--- config.mk ---
export PLATFORM = sky130hd
export DESIGN_NAME = segment_stepper
export DESIGN_NICKNAME = d
export VERILOG_FILES = /design/src/rtl/beagleg_pkg.sv /design/src/rtl/segment_stepper_tick_prescaler.sv /design/src/rtl/segment_stepper.sv
export SDC_FILE = /design/constraint.sdc
export NUM_CORES = 1
export LEC_CHECK = 0
export ABC_AREA = 1
export BUFFER_PORTS_ARGS = -buffer_cell sky130_fd_sc_hd__clkbuf_2
export CAP_MARGIN = 30
export CORE_UTILIZATION = 58
export CTS_CLUSTER_DIAMETER = 200
export DETAILED_ROUTE_END_ITERATION = 16
export PLACE_DENSITY = 0.8
export SKIP_CTS_REPAIR_TIMING = 1
export SLEW_MARGIN = 15
export SYNTH_ARGS = -nofsm -noshare
export SYNTH_HDL_FRONTEND = slang
export SYNTH_SLANG_ARGS = --single-unit
--- constraint.sdc ---
create_clock -name clk -period 4.5 [get_ports clk]
set_clock_uncertainty 0.05 [all_clocks]
set_input_delay 0.675 -clock clk [delete_from_list [all_inputs] [get_ports clk]]
set_output_delay 0.675 -clock clk [all_outputs]
set_load 0.05 [all_outputs]
--- src/rtl/beagleg_pkg.sv ---
// ---------------------------------------------------------------------------
// beagleg_pkg
//   Shared definitions for the BeagleG motion path: the 4-byte segment
//   record layout (byte offsets and bit-field slices), the segment stepper
//   FSM state encoding, the SPI front-end command codes, and a helper that
//   clamps a zero half-period to one tick.
// ---------------------------------------------------------------------------
package beagleg_pkg;

  // Words per motion record; the record layout below assumes exactly four.
  localparam int RECORD_WORDS = 4;

  // Byte offsets inside a record (little-endian 16-bit count).
  localparam int REC_MASK_BYTE     = 0;
  localparam int REC_DIR_BYTE      = 0;
  localparam int REC_COUNT_LO_BYTE = 1;
  localparam int REC_COUNT_HI_BYTE = 2;
  localparam int REC_PERIOD_BYTE   = 3;

  // Bit-field slices inside byte 0.
  localparam int REC_MASK_LSB   = 0;
  localparam int REC_DIR_LSB    = 4;
  localparam int REC_FIELD_BITS = 4;

  typedef enum logic [2:0] {
    ST_IDLE    = 3'd0,
    ST_FETCH   = 3'd1,
    ST_CAPTURE = 3'd2,
    ST_LOAD    = 3'd3,
    ST_RUN_HI  = 3'd4,
    ST_RUN_LO  = 3'd5,
    ST_DONE    = 3'd6
  } stepper_state_t;

  // Commands decoded by the SPI front-end that fills the segment FIFO.
  typedef enum logic [7:0] {
    SPI_CMD_NOP           = 8'h00,
    SPI_CMD_WRITE_SEGMENT = 8'h01,
    SPI_CMD_READ_STATUS   = 8'h02
  } spi_cmd_t;

  // A half-period of 0 ticks would never end a phase; run it as 1 tick.
  function automatic logic [7:0] period_clamp(input logic [7:0] period);
    return (period == 8'd0) ? 8'd1 : period;
  endfunction

endpackage

--- src/rtl/segment_stepper_tick_prescaler.sv ---
// ---------------------------------------------------------------------------
// tick_prescaler
//   Free-running PRESCALE_BITS-wide counter that emits a one-clk tick on the
//   last cycle of every 2^PRESCALE_BITS-clk period. i_clear restarts the
//   period so the first tick lands exactly 2^PRESCALE_BITS clks later.
//   With PRESCALE_BITS = 0 every clk is a tick.
// Ports:
//   clk      in   system clock
//   rst      in   synchronous reset, active-high
//   i_clear  in   synchronous restart of the tick period
//   o_tick   out  one-clk tick strobe
// ---------------------------------------------------------------------------
module tick_prescaler #(
  parameter int PRESCALE_BITS = 4
) (
  input  logic clk,
  input  logic rst,
  input  logic i_clear,
  output logic o_tick
);

  // Keep a 1-bit counter for PRESCALE_BITS = 0; its terminal value is then 0,
  // so it never leaves 0 and o_tick stays high.
  localparam int CNT_W = (PRESCALE_BITS > 0) ? PRESCALE_BITS : 1;
  localparam logic [CNT_W-1:0] LAST = CNT_W'((1 << PRESCALE_BITS) - 1);

  logic [CNT_W-1:0] r_cnt;

  always_ff @(posedge clk) begin
    if (rst || i_clear) begin
      r_cnt <= '0;
    end else if (r_cnt == LAST) begin
      r_cnt <= '0;
    end else begin
      r_cnt <= r_cnt + CNT_W'(1);
    end
  end

  assign o_tick = (r_cnt == LAST);

endmodule

--- src/rtl/segment_stepper.sv ---
// ---------------------------------------------------------------------------
// segment_stepper
//   Pops 4-byte motion records from the segment FIFO, assembles them and
//   plays each one out as a burst of fixed-rate step pulses on up to
//   NUM_MOTORS axes with registered direction levels.
//   Record: byte0[3:0] step mask, byte0[7:4] dir, byte1/byte2 count
//   (little-endian), byte3 half-period in ticks (0 runs as 1).
//   One tick = 2^PRESCALE_BITS clks.
// Build option:
//   STEPPER_DWELL_EN  when defined, a record with mask 0 and count != 0 runs
//                     the full pulse timing with step held low (a dwell);
//                     otherwise such a record completes right after LOAD.
// Ports:
//   clk           in   system clock
//   rst           in   synchronous reset, active-high
//   fifo_empty    in   FIFO has no words
//   fifo_read_en  out  pop one word; fifo_data valid the following cycle
//   fifo_data     in   FIFO read data
//   step          out  step pulses, one bit per axis
//   dir           out  direction levels, one bit per axis
//   busy          out  high from FETCH entry until the segment completes
//   seg_done      out  one-cycle pulse per completed record
//   seg_count     out  completed-record counter, wraps 255 -> 0
// ---------------------------------------------------------------------------
module segment_stepper #(
  parameter int NUM_MOTORS    = 4,
  parameter int WORD_SIZE     = 8,
  parameter int RECORD_WORDS  = 4,
  parameter int PRESCALE_BITS = 4
) (
  input  logic                  clk,
  input  logic                  rst,
  input  logic                  fifo_empty,
  output logic                  fifo_read_en,
  input  logic [WORD_SIZE-1:0]  fifo_data,
  output logic [NUM_MOTORS-1:0] step,
  output logic [NUM_MOTORS-1:0] dir,
  output logic                  busy,
  output logic                  seg_done,
  output logic [7:0]            seg_count
);

  import beagleg_pkg::*;

  localparam int IDX_W = $clog2(RECORD_WORDS);
  localparam logic [IDX_W-1:0] LAST_IDX = IDX_W'(RECORD_WORDS - 1);

  stepper_state_t r_state;
  stepper_state_t w_state_next;

  logic [WORD_SIZE-1:0]  r_rec [RECORD_WORDS];
  logic [IDX_W-1:0]      r_idx;
  logic [15:0]           r_step_cnt;
  logic [7:0]            r_phase;
  logic [NUM_MOTORS-1:0] r_step;
  logic [NUM_MOTORS-1:0] r_dir;
  logic [7:0]            r_seg_count;

  logic [NUM_MOTORS-1:0] w_mask;
  logic [NUM_MOTORS-1:0] w_dir_bits;
  logic [15:0]           w_count;
  logic [7:0]            w_period;
  logic                  w_tick;
  logic                  w_phase_end;

  // Record fields decoded straight from the assembled bytes. The bytes are
  // only rewritten in CAPTURE, so they stay stable for the whole run and
  // also serve as the half-period reload value.
  assign w_mask     = r_rec[REC_MASK_BYTE][REC_MASK_LSB +: NUM_MOTORS];
  assign w_dir_bits = r_rec[REC_DIR_BYTE][REC_DIR_LSB +: NUM_MOTORS];
  assign w_count    = {r_rec[REC_COUNT_HI_BYTE][7:0], r_rec[REC_COUNT_LO_BYTE][7:0]};
  assign w_period   = period_clamp(r_rec[REC_PERIOD_BYTE][7:0]);

  // Last tick of the current half-period.
  assign w_phase_end = w_tick && (r_phase == 8'd1);

  tick_prescaler #(
    .PRESCALE_BITS (PRESCALE_BITS)
  ) u_prescaler (
    .clk     (clk),
    .rst     (rst),
    .i_clear (r_state == ST_LOAD),
    .o_tick  (w_tick)
  );

  // Next-state and FIFO handshake.
  always_comb begin
    w_state_next = r_state;
    fifo_read_en = 1'b0;
    case (r_state)
      ST_IDLE: begin
        if (!fifo_empty) begin
          w_state_next = ST_FETCH;
        end
      end
      ST_FETCH: begin
        // An empty FIFO mid-record simply stalls here.
        if (!fifo_empty) begin
          fifo_read_en = 1'b1;
          w_state_next = ST_CAPTURE;
        end
      end
      ST_CAPTURE: begin
        w_state_next = (r_idx == LAST_IDX) ? ST_LOAD : ST_FETCH;
      end
      ST_LOAD: begin
        if (w_count == 16'd0) begin
          w_state_next = ST_DONE;
        end else if (w_mask == '0) begin
`ifdef STEPPER_DWELL_EN
          w_state_next = ST_RUN_HI;
`else
          w_state_next = ST_DONE;
`endif
        end else begin
          w_state_next = ST_RUN_HI;
        end
      end
      ST_RUN_HI: begin
        if (w_phase_end) begin
          w_state_next = ST_RUN_LO;
        end
      end
      ST_RUN_LO: begin
        if (w_phase_end) begin
          w_state_next = (r_step_cnt == 16'd1) ? ST_DONE : ST_RUN_HI;
        end
      end
      ST_DONE: begin
        w_state_next = ST_IDLE;
      end
      default: begin
        w_state_next = ST_IDLE;
      end
    endcase
  end

  always_ff @(posedge clk) begin
    if (rst) begin
      r_state     <= ST_IDLE;
      r_idx       <= '0;
      r_step_cnt  <= '0;
      r_phase     <= '0;
      r_step      <= '0;
      r_dir       <= '0;
      r_seg_count <= '0;
    end else begin
      r_state <= w_state_next;
      // step follows RUN_HI one clk late: dir (loaded in LOAD) therefore
      // settles one clk before the first rising step edge, and the pulse
      // width is unchanged.
      r_step  <= (r_state == ST_RUN_HI) ? w_mask : '0;
      case (r_state)
        ST_CAPTURE: begin
          r_rec[r_idx] <= fifo_data;
          r_idx        <= (r_idx == LAST_IDX) ? '0 : r_idx + IDX_W'(1);
        end
        ST_LOAD: begin
          r_dir      <= w_dir_bits;
          r_step_cnt <= w_count;
          r_phase    <= w_period;
        end
        ST_RUN_HI: begin
          if (w_tick) begin
            r_phase <= (r_phase == 8'd1) ? w_period : r_phase - 8'd1;
          end
        end
        ST_RUN_LO: begin
          if (w_tick) begin
            if (r_phase == 8'd1) begin
              r_phase    <= w_period;
              r_step_cnt <= r_step_cnt - 16'd1;
            end else begin
              r_phase <= r_phase - 8'd1;
            end
          end
        end
        ST_DONE: begin
          r_seg_count <= r_seg_count + 8'd1;
        end
        default: begin
        end
      endcase
    end
  end

  assign step      = r_step;
  assign dir       = r_dir;
  assign busy      = (r_state != ST_IDLE);
  assign seg_done  = (r_state == ST_DONE);
  assign seg_count = r_seg_count;

endmodule

# Word-level counts from Yosys, hierarchy flattened
# Memory sizes are Yosys's and may differ from the RTL's.
# Index checks and enable logic that the tools add are counted.
[totals] memories=1 output_inout_bits=19 reg_bits=49 mem_bits_rw=32 elab_cells=69
[memory_table] name="r_rec" words=4 width=8 read_ports=4 rd_clocked_by_memory_dff=0 wr=1 line="segment_stepper.sv:51" text="logic [WORD_SIZE-1:0] r_rec [RECORD_WORDS];"
[classes] n_addsub=5 reduce_logical=15 bitwise=1 n_eq_ne=17 n_mux=22
[op_table] op="16-bit two-way mux" n=2
[op_table] op="16-bit case mux with 2 select lines" n=1
[op_table] op="8-bit two-way mux" n=3
[op_table] op="3-bit case mux with 6 select lines" n=1
[op_table] op="16-bit by 1-bit equality test with 1-bit output, second input constant" n=1
[op_table] op="16-bit logical NOT" n=1
[op_table] op="8-bit case mux with 2 select lines" n=1
[op_table] op="16-bit by 1-bit subtractor with 16-bit output, second input constant" n=1
[op_table] op="3-bit two-way mux" n=4
[op_table] op="2-bit inequality test, second input constant" n=6
[op_table] op="2-bit two-way mux" n=5
[op_table] op="3-bit equality test, second input constant" n=3
[op_table] op="8-bit by 1-bit adder with 8-bit output, second input constant" n=1
[op_table] op="8-bit by 1-bit equality test with 1-bit output, second input constant" n=1
[op_table] op="8-bit logical NOT" n=1
[op_table] op="8-bit by 1-bit subtractor with 8-bit output, second input constant" n=1
[op_table] op="3-bit by 2-bit equality test with 1-bit output, second input constant" n=2
[op_table] op="2-bit OR reduction" n=3
[op_table] op="1-bit two-way mux" n=5
[op_table] op="4-bit by 1-bit adder with 4-bit output, second input constant" n=1
[op_table] op="4-bit equality test, second input constant" n=1
[op_table] op="4-bit logical NOT" n=1
[op_table] op="4-bit AND reduction" n=1
[op_table] op="2-bit nonzero test" n=2
[op_table] op="11 further kinds" n=11

# Depth between registers and ports, before layout
# An unclocked memory read counts as a cell.
[depth] depth_word=6 mapped_depth=11 depth_no_buf=11

# Modules after synthesis
# A second synthesis with hierarchy kept.
[unflattened] hier_cells=513 hier_area_um2=4011.3
[modules_own_cells] mod="segment_stepper" seq_area_each_um2=1861.8 area_each_um2=3844.9 cells_per_inst=494 n_inst=1
[modules_own_cells] mod="tick_prescaler" seq_area_each_um2=80.1 area_each_um2=166.4 cells_per_inst=19 n_inst=1

# Least setup slack after synthesis
# No wires, ideal clock.
[synth_path] path_type="in2reg" start="input rst" end="memory r_rec[0][0] (enable)" cell_stages=5 arrival_ns=1.747 slack_ns=2.332 n_path_buf=2 setup_time_ns=0.371 path_cell_list="clkbuf_1 > inv_2 > clkbuf_1 > nand2_1 > nor2_1"
[synth_between] elab_chain_cells=2
[synth_lines] item="start, declared" line="segment_stepper.sv:32" text="input logic rst,"
[synth_lines] item="1-bit two-way mux" line="segment_stepper.sv:139" text="if (rst) begin"
[synth_lines] item="1-bit two-way mux (not written as such)" line="segment_stepper.sv:155" text="r_rec[r_idx] <= fifo_data;"
[synth_lines] item="end, declared" line="segment_stepper.sv:51"
# Every way passes these cells.

# Final worst setup path
[layout_path] start="register r_state[2]" end="output seg_done"
[layout_between] elab_chain_cells=1
[layout_lines] item="start, declared" line="segment_stepper.sv:48" text="stepper_state_t r_state;"
[layout_lines] item="start signal, assigned" line="segment_stepper.sv:148" text="r_state <= w_state_next;"
[layout_lines] item="3-bit equality test" line="segment_stepper.sv:190" text="assign seg_done = (r_state == ST_DONE);"
[layout_lines] item="end, declared" line="segment_stepper.sv:39" text="output logic seg_done,"
# Every way passes these cells.

==> flow_summary_export.csv <==
group,metric,value,unit
routing,routed_via_density,5.41,
clocking,clock-sinks,81,
timing,period_needed,2.37,ns
min_path,hp-class,"flip-flop to flip-flop",
synthesis,synth.largest_area_cell,"dfxtp_1",
layout,antenna_cells,0,
routing,drt_iter0_drc,284,
synthesis,yosys_warnings,0,
setup_path,start_kind,"flip-flop",
synthesis,yosysMostFrequentCell,"nand2_1",
timing,fmax,422,MHz
layout,seqCellArea,1940,um^2
global_routing,grt-ovfl-total,0,
routing,drt-total-wl,8.40,mm
place,gp_congestion,0.917,
setup_path,crit_required,3.77,ns
synthesis,synth_edf_count,32,
layout,final_cell_area,4330,um^2
routing,vias,3383,
synthesis,avgSynthCellArea,7.67,um^2
timing,tightest_slew,0.748,ns
place,placed_area,4120,um^2
setup_path,reg2reg_depth,6,
global_routing,grt_pass1_wl,14.0,mm
synthesis,synth_cells,516,
synthesis,synth_cell_types,31,
place,hpwl,6.12,mm
synthesis,synth-seq-cells,81,
timing,rsz0062_at_grt,"false",
floorplan,initial_core_util,0.613,
timing,setup_viol,0,
synthesis,netlist_top_cells_area,"dfxtp_1 25%, edfxtp_1 24%, nand2_1 10%",
synthesis,netlist_area,3960,um^2
timing,slew-limit-headroom,0.498,
timing,fin_tns_setup,0,ns
timing,fin_crit_sh,0.526,
global_routing,grt_pass1_vias,3081,
layout,drive_gt1_frac,0.115,
routing,wire_per_inst,13.4,um
global_routing,grt_util_all_layers,0.251,
clocking,cts.path.max_buffers,2,
pwr,leakagePower,1.93,nW
setup_path,crit_type,"flip-flop to output pin",
floorplan,core,6460,um^2
clocking,cts_buffers,9,
floorplan,rows,29,
setup_path,cp_max_fo,8,
pwr,power_density,335,nW/um^2
routing,drc_errors,0,
synthesis,synthTopCellsByCount,"108 x nand2_1, 83 x nor2_1, 75 x inv_1",
clocking,root_buffer,"clkbuf_8",
min_path,worstHoldStart,"u_prescaler.r_cnt[0]",
timing,hold_viol,0,
routing,drt_pass1_iterations,8,
timing,slew_viol_final,0,
min_path,min_path_cells,1,
layout,n_fill_cell,539,
flow_run,maxCapViolations,0,
synthesis,yosysSeqAreaShare,0.491,
clocking,clk_latency,0.36,ns
layout,nets,564,
floorplan,io_pins,30,
setup_path,worstPathArrival,1.64,ns
pwr,vdd_drop_max,0.274,mV
synthesis,ys.flop_type,"dfxtp_1",
global_routing,antenna_found_initial,0,
synthesis,synth_fp_nets,537,
layout,stdcell_count,625,
synthesis,synth_top_area_share,0.248,
floorplan,die_w,84.6,um
global_routing,grt_max_degree,28,
floorplan,die_h,84.6,um
routing,drtAntennaViolNets,0,
clocking,path_clk_slew,0.08,ns
setup_path,crit_path_start,"r_state[2]",
synthesis,synthArstFlopShare,0,
layout,syn2layout_area_growth,9.52,%
setup_path,rr_startpoint,"r_state[2]",
clocking,cts_tree,"done",
layout,multi_input_area,1650,um^2
setup_path,endpoint_kind,"output pin",
place,portBuffers,29,
floorplan,die_area,7160,um^2
status,status,"complete, no violations",
place,dp.cells,609,
clocking,htree_num_levels,3,
==> power breakdown <==
group	internal [mW]	leakage [nW]	switching [mW]
Sequential	0.772	0.684	0.0103
Combinational	0.0312	1.14	0.0727
Clock	0.310	0.106	0.256
==> cells in the final DEF (no fill, tap or decap), types with 7 or more instances in the layout <==
cell	instances
nor2_1	83
o21ai_0	34
a21oi_1	24
ha_1	10
inv_1	75
nor3_1	7
o21ai_1	8
edfxtp_1	32
clkbuf_8	9
nand2_1	108
dfxtp_1	49
clkbuf_2	29
nand3_1	38
==> routing by layer <==
metal | up-vias | wire [um] | track usage
met3 | 22 | 494 | 0.0393
met4 | 0 | 203 | 0.119
met2 | 133 | 3780 | 0.398
met5 | - | 0 | 0
met1 | 1527 | 3930 | 0.339
li1 | 1701 | - | -
==> flip-flops by register name, indices dropped and copies added, names as in the netlist <==
register / flops
step: 4
r_idx: 2
r_step_cnt: 16
r_rec: 32
u_prescaler.r_cnt: 4
seg_count: 8
r_phase: 8
dir: 4
r_state: 3
==> stage by stage <==
stage / total power [mW] / utilization / hold slack, ns / setup slack (ns)
after floorplan: 0.873 / - / 0.368 / 2.33
after global placement: 0.898 / 0.639 / 0.380 / 2.02
after detailed placement: 0.901 / 0.639 / 0.429 / 1.96
after CTS: 1.46 / 0.671 / 0.441 / 2.14
after global routing: 1.50 / 0.671 / 0.448 / 2.00
final: 1.45 / 0.671 / 0.439 / 2.13
==> critical path, stage by stage, from the launching register on <==
cell      delay, ns
dfxtp_1        0.47
nand3_1        0.29
inv_1          0.22
clkbuf_2       0.30
==> cells by family after synthesis <==
logic type	after synthesis	share of synthesized area
AOI/OAI and AO/OA	76	0.106
xor gates and xnor gates	3	0.00664
adders and majority gates	10	0.0316
buffers and inverters	91	0.0927
DFF	81	0.491
and+or+nand+nor	255	0.272
==> layout make-up <==
class                      count  share of cell area
inverter                      78              0.0676
sequential                    81               0.448
clock inverter                 6              0.0188
tap                           77              0.0222
clock buffer                  10              0.0295
multi-input combinational    344               0.380
timing repair buffer          29              0.0335
==> worst paths after layout <==
kind | end | slack (ns)
hold reg to reg | u_prescaler.r_cnt[0] | 0.44
hold / removal | u_prescaler.r_cnt[0] | 0.44
setup / recovery | seg_done | 2.13
setup reg to reg | r_step_cnt[6] | 2.24
No activity file was read; power rests on OpenSTA's default activity.
